**config.mk**
```make
export PLATFORM = sky130hd
export DESIGN_NAME = alarm_sensor_encoder
export DESIGN_NICKNAME = d
export VERILOG_FILES = /design/src/rtl/alarm_pkg.sv /design/src/rtl/sensor_debounce.sv /design/src/rtl/alarm_sensor_encoder.sv
export SDC_FILE = /design/constraint.sdc
export NUM_CORES = 1
export LEC_CHECK = 0
export BUFFER_PORTS_ARGS = -buffer_cell sky130_fd_sc_hd__buf_2
export CORE_ASPECT_RATIO = 1.25
export CORE_MARGIN = 1.5
export CORE_UTILIZATION = 55
export DETAILED_ROUTE_END_ITERATION = 10
export GPL_ROUTABILITY_DRIVEN = 0
export PLACE_DENSITY = 0.74
export SLEW_MARGIN = 10
export SYNTH_ARGS = -nofsm -noshare
export SYNTH_HDL_FRONTEND = slang
export SYNTH_HIERARCHICAL = 1
export SYNTH_SLANG_ARGS = --single-unit
```
**constraint.sdc**
```tcl
create_clock -name clk -period 4.9 [get_ports clk]
set_clock_uncertainty 0.05 [all_clocks]
set_input_delay 0.49 -clock clk [delete_from_list [all_inputs] [get_ports clk]]
set_output_delay 0.49 -clock clk [all_outputs]
set_load 0.01 [all_outputs]
```
**src/rtl/alarm_pkg.sv**
```systemverilog
// Shared encodings for the alarm front end: alarm FSM states seen on
// fsm_state, encoder states driven on enc_state, and sensor bit indices.
package alarm_pkg;

   typedef enum logic [1:0] {
      FSM_OFF       = 2'd0,
      FSM_ARMED     = 2'd1,
      FSM_TRIGGERED = 2'd2,
      FSM_ALARM_ON  = 2'd3
   } alarm_state_e;

   typedef enum logic [1:0] {
      ENC_ENTRY  = 2'd0,
      ENC_WATCH  = 2'd1,
      ENC_WINDOW = 2'd2,
      ENC_SENT   = 2'd3
   } enc_state_e;

   localparam int SENS_DOOR   = 0;
   localparam int SENS_MOTION = 1;
   localparam int SENS_N      = 2;

endpackage

```
**src/rtl/sensor_debounce.sv**
```systemverilog
// One sensor line: 2-flop synchroniser, stability counter, and a one-cycle
// pulse on the accepted 0->1 transition of the debounced level.
module sensor_debounce #(
   parameter int DEBOUNCE = 4
) (
   input  logic clk_i,
   input  logic rst_ni,
   input  logic raw_i,
   output logic rise_o
);

   localparam int CNT_W = $clog2(DEBOUNCE + 1);

   logic             sync1_q, sync2_q;
   logic             level_q, level_d;
   logic             rise_q, rise_d;
   logic [CNT_W-1:0] cnt_q, cnt_d;

   // Accept a new level only after DEBOUNCE consecutive disagreeing samples.
   always_comb begin
      level_d = level_q;
      rise_d  = 1'b0;
      cnt_d   = '0;
      if (sync2_q != level_q) begin
         if (cnt_q == CNT_W'(DEBOUNCE - 1)) begin
            level_d = sync2_q;
            rise_d  = sync2_q;
         end else begin
            cnt_d = cnt_q + 1'b1;
         end
      end
   end

   // Synchroniser and debounce state registers.
   always_ff @(posedge clk_i or negedge rst_ni) begin
      if (!rst_ni) begin
         sync1_q <= 1'b0;
         sync2_q <= 1'b0;
         level_q <= 1'b0;
         rise_q  <= 1'b0;
         cnt_q   <= '0;
      end else begin
         sync1_q <= raw_i;
         sync2_q <= sync1_q;
         level_q <= level_d;
         rise_q  <= rise_d;
         cnt_q   <= cnt_d;
      end
   end

   assign rise_o = rise_q;

endmodule

```
**src/rtl/alarm_sensor_encoder.sv**
```systemverilog
// Alarm front end: keypad code check with lockout, debounced sensor events,
// and registered arm / trigger / confirm strobes for the alarm FSM.
module alarm_sensor_encoder
   import alarm_pkg::*;
#(
   parameter logic [15:0] CODE      = 16'h1234,
   parameter int          DEBOUNCE  = 4,
   parameter int          WINDOW    = 16,
   parameter int          MAX_TRIES = 3,
   parameter int          LOCKOUT   = 32
) (
   input  logic       clk,
   input  logic       rst_n,
   input  logic       key_valid,
   input  logic [3:0] key_digit,
   input  logic [1:0] sensor_raw,
   input  logic [1:0] fsm_state,
   output logic       arm_req,
   output logic       trigger,
   output logic       confirm,
   output logic       locked,
   output logic [1:0] enc_state
);

   localparam int FAIL_W = $clog2(MAX_TRIES + 1);
   localparam int LOCK_W = $clog2(LOCKOUT + 1);
   localparam int WIN_W  = $clog2(WINDOW + 1);

   logic [SENS_N-1:0] ev;

   enc_state_e        state_q, state_d;
   logic [1:0]        digit_cnt_q, digit_cnt_d;
   logic [11:0]       shift_q, shift_d;
   logic [FAIL_W-1:0] fail_q, fail_d;
   logic              locked_q, locked_d;
   logic [LOCK_W-1:0] lock_cnt_q, lock_cnt_d;
   logic [WIN_W-1:0]  win_cnt_q, win_cnt_d;
   logic [1:0]        mask_q, mask_d;
   logic              arm_q, arm_d;
   logic              trig_q, trig_d;
   logic              conf_q, conf_d;

   for (genvar g = 0; g < SENS_N; g++) begin : g_sens
      sensor_debounce #(.DEBOUNCE(DEBOUNCE)) u_deb (
         .clk_i  (clk),
         .rst_ni (rst_n),
         .raw_i  (sensor_raw[g]),
         .rise_o (ev[g])
      );
   end

   // Next-state logic: lockout countdown, keypad entry and sensor sequencing.
   always_comb begin
      state_d     = state_q;
      digit_cnt_d = digit_cnt_q;
      shift_d     = shift_q;
      fail_d      = fail_q;
      locked_d    = locked_q;
      lock_cnt_d  = lock_cnt_q;
      win_cnt_d   = win_cnt_q;
      mask_d      = mask_q;
      arm_d       = 1'b0;
      trig_d      = 1'b0;
      conf_d      = 1'b0;

      if (locked_q) begin
         if (lock_cnt_q <= LOCK_W'(1)) begin
            locked_d   = 1'b0;
            lock_cnt_d = '0;
            fail_d     = '0;
         end else begin
            lock_cnt_d = lock_cnt_q - 1'b1;
         end
      end

      case (state_q)
         ENC_ENTRY: begin
            if (key_valid && !locked_q) begin
               if (key_digit > 4'd9) begin
                  // A non-decimal key abandons the current attempt without penalty.
                  digit_cnt_d = '0;
                  shift_d     = '0;
               end else if (digit_cnt_q == 2'd3) begin
                  digit_cnt_d = '0;
                  shift_d     = '0;
                  if ({shift_q, key_digit} == CODE) begin
                     arm_d   = 1'b1;
                     fail_d  = '0;
                     state_d = ENC_WATCH;
                  end else begin
                     fail_d = fail_q + 1'b1;
                     if (fail_q + 1'b1 == FAIL_W'(MAX_TRIES)) begin
                        locked_d   = 1'b1;
                        lock_cnt_d = LOCK_W'(LOCKOUT);
                     end
                  end
               end else begin
                  shift_d     = {shift_q[7:0], key_digit};
                  digit_cnt_d = digit_cnt_q + 2'd1;
               end
            end
         end
         ENC_WATCH: begin
            if (|ev) begin
               trig_d    = 1'b1;
               mask_d    = ev;
               win_cnt_d = WIN_W'(WINDOW);
               state_d   = ENC_WINDOW;
            end
         end
         ENC_WINDOW: begin
            // Both sensors already fired together: confirm right away.
            if ((|(ev & ~mask_q)) || (mask_q == 2'b11)) begin
               conf_d    = 1'b1;
               mask_d    = '0;
               win_cnt_d = '0;
               state_d   = ENC_SENT;
            end else if (win_cnt_q <= WIN_W'(1)) begin
               mask_d    = '0;
               win_cnt_d = '0;
               state_d   = ENC_WATCH;
            end else begin
               win_cnt_d = win_cnt_q - 1'b1;
            end
         end
         ENC_SENT: begin
            if (fsm_state == FSM_OFF) begin
               digit_cnt_d = '0;
               shift_d     = '0;
               state_d     = ENC_ENTRY;
            end
         end
         default: state_d = ENC_ENTRY;
      endcase
   end

   // State and strobe registers.
   always_ff @(posedge clk or negedge rst_n) begin
      if (!rst_n) begin
         state_q     <= ENC_ENTRY;
         digit_cnt_q <= '0;
         shift_q     <= '0;
         fail_q      <= '0;
         locked_q    <= 1'b0;
         lock_cnt_q  <= '0;
         win_cnt_q   <= '0;
         mask_q      <= '0;
         arm_q       <= 1'b0;
         trig_q      <= 1'b0;
         conf_q      <= 1'b0;
      end else begin
         state_q     <= state_d;
         digit_cnt_q <= digit_cnt_d;
         shift_q     <= shift_d;
         fail_q      <= fail_d;
         locked_q    <= locked_d;
         lock_cnt_q  <= lock_cnt_d;
         win_cnt_q   <= win_cnt_d;
         mask_q      <= mask_d;
         arm_q       <= arm_d;
         trig_q      <= trig_d;
         conf_q      <= conf_d;
      end
   end

   assign arm_req   = arm_q;
   assign trigger   = trig_q;
   assign confirm   = conf_q;
   assign locked    = locked_q;
   assign enc_state = state_q;

endmodule

```
==> key figures <==
Outcome
  • Status: finished clean

Timing
  • Final Max Tran Viols: 0
  • Unrepaired setup endpoints after global routing: no
  • Setup TNS: 0 ns
  • Period utilisation layout: 36.5%
  • Max-slew headroom: 30.7%
  • Tightest Pin Transition: 1.04 ns
  • Final Critical Period: 1.79 ns
  • Final Hold Violating Endpoints: 0
  • Max Clock Freq: between 500 and 600 MHz
  • Final number of setup-violating endpoints: 0

Floorplan
  • Die Y: 74.8 microns
  • Die Width: 60.5 microns
  • Std cell rows: 25
  • I/O pins: 17
  • Die area: 4520 sq um
  • Core Region: 3880 sq um
  • Starting Density: 58.5%

Logic synthesis
  • Seq/Total Area, Yosys: 54.0%
  • Synthesized cell area: 2270 sq um
  • Avg Cell Area, Syn: 11.2 sq um
  • Number of synthesized flops with an enable pin: 0
  • Most common cell in the netlist: dfrtp_1
  • Synth Instances: 203
  • Synth area leader: dfrtp_1
  • Area contributors post-synth: dfrtp_1 54%, ha_1 4.4%, nand2_1 4.0%, a22o_1 3.5%, o21ai_0 2.9%
  • Asr flop ratio synth: between 90% and 100%
  • Syn nets: about 220
  • Post-synth top flop: dfrtp_1
  • Post-synth top cells: 49 x dfrtp_1, 24 x nand2_1, 13 x o21ai_0
  • Yosys Warn Count: 6
  • Share of the synthesized area in the top cell type: 54.0%
  • Synth Register Bits: roughly 50
  • Post-synth cell types: between 40 and 50

Critical path
  • Crit path DAT: 1.92 ns
  • R2r endpoint: digit_cnt_q[0]
  • CP endpoint kind: flop
  • CP endpoint: digit_cnt_q[0]
  • Critical path required time: between 5 and 6 ns
  • Critical path origin: enc_state[1]
  • Kind of critical path: flop to flop
  • Worst R2R Setup Slack: slightly above 3 ns
  • Startpoint Class: flop
  • Reg2reg start: enc_state[1]
  • R2R cell count: 4
  • Worst-path maximum fanout: 19

CTS
  • Reg clk slew, reported paths: 0.10 ns
  • Post-CTS setup buffers: 0
  • Clock Sinks: 49
  • Clock Path Buffers: 2
  • Clock buffer count from CTS: 5
  • CTS tree: built
  • Hold Buf Count CTS: 0
  • Clk_lat worst skew: about 0.3 ns
  • Root Buffer: clkbuf_8
  • Htree depth: 2
  • CTS resizes: 0

Global route
  • Gr usage total: 19.2%
  • Met1 GRT Util: 22.5%
  • Vias in the first global route: 1,524
  • Grt ovf: 0
  • Met3 Use GR: 4.12%
  • Initial antenna violation count: 0
  • First-pass GRT wire length: 6.51 mm
  • Largest net degree at the start of global routing: 50
  • Met2 track demand over resource: 34.9%
  • GR peak layer: met2

Routing
  • Initial DRC Count: 80
  • Final wirelength: 3.84 mm
  • Via/cell ratio: approximately 5.7
  • DR WL/cell: 13.8 microns
  • Overall via count from detail_route: 1,578
  • First-pass DRT Iterations: 4
  • DRC Markers: 0
  • Post-route ant nets: 0

Placed design
  • Inst Count DP: 270
  • Port bufs: 16
  • Dpl hpwl: approximately 2.8 mm

Final layout
  • Fin cells: 278
  • Share of cells above drive strength 1: 19.2%
  • Final net count: ~240
  • Area growth syn-to-layout: 9.87%
  • Number of diodes: 0

Job
  • Max Cap Violations: 0

Power
  • VDD IR-drop max: about 0.00022 V
  • Pwr/cell area: 311 nW/um^2
  • Leakage: about 1.2 nW

Min path
  • Type of the worst min-delay path: input pin to flop
[layout make-up]
type / instances / area, sq um
Timing Repair Buffer: 16 / 80.1
Clock buffer: 6 / 82.6
Fill cell: 344 / 1390
Tap cell: 54 / 67.6
Inverter: 7 / 26.3
Sequential cell: 49 / 1230
Multi-Input combinational cell: 144 / 993
Clock inverter: 2 / 17.5
[report_power, final]
group / switching [mW] / internal [mW]
clock: 0.135 / 0.117
sequential: 0.0144 / 0.428
combinational: 0.0372 / 0.0428
[critical path: stages, from the launching register on]
cell and delay (ns):
dfrtp_1 0.52, and4bb_4 0.28, a21oi_4 0.39, nor2_4 0.14
mux2_2 0.29
[through the flow]
step / hold WS [ns] / setup slack [ns] / power, mW / util [%] / area [sq um]
floorplan: 0.144 / 3.33 / 0.506 / - / 2270
global placement: 0.284 / 3.15 / 0.523 / 61.7 / 2390
detailed placement: 0.289 / 3.11 / 0.534 / 61.7 / 2390
CTS: 0.230 / 3.14 / 0.785 / 64.3 / 2490
global route: 0.224 / 3.04 / 0.814 / 64.3 / 2490
finish: 0.242 / 3.11 / 0.775 / 64.3 / 2490
[sequential cells by signal, indices dropped and copies added (netlist names), 5 cells and up]
signal and count:
shift_q 12, g_sens.u_deb/cnt_q 6, lock_cnt_q 6, win_cnt_q 5
[worst min path at each step]
stage	start	end	slack (ns)	cells after the start
after global routing	sensor_raw[1]	g_sens[1].u_deb/sync1_q	0.22	1
final	sensor_raw[1]	g_sens[1].u_deb/sync1_q	0.24	1
after CTS	sensor_raw[0]	g_sens[0].u_deb/sync1_q	0.23	1
after global placement	g_sens[0].u_deb/sync1_q	g_sens[0].u_deb/sync2_q	0.28	0
after floorplan	rst_n	arm_req	0.14	0
after detailed placement	g_sens[0].u_deb/sync1_q	g_sens[0].u_deb/sync2_q	0.29	0
[cells by family (layout without fill, tap and decap cells)]
family                   count (synthesis)  after routing  share of synthesized area [%]
adder cells (fa/ha/maj)                  8              8                           4.41
AO/OA/AOI/OAI                           39             39                           11.7
multiplexers                             4              4                           1.93
AND/OR/NAND/NOR                         87             87                           23.4
XOR/XNOR                                 6              6                           2.32
buffers and inverters                   10             31                           2.21
flip-flops                              49             49                           54.0
[metal layers]
layer / share of wire (%) / vias to the layer above
met5: 0 / -
met4: 0.70 / 0
met3: 3.3 / 4
met2: 52 / 28
met1: 44 / 781
li1: - / 765
[layout by cell type (no fill, tap or decap), types with 7 or more instances in the layout]
master    n
o21ai_0  13
nand2_1  24
inv_1     7
buf_2    16
dfrtp_1  49
nor3_1    9
nor2_1   10
a21oi_1   7
a22o_1    9
ha_1      8
No activity file was read; power rests on OpenSTA's default activity.
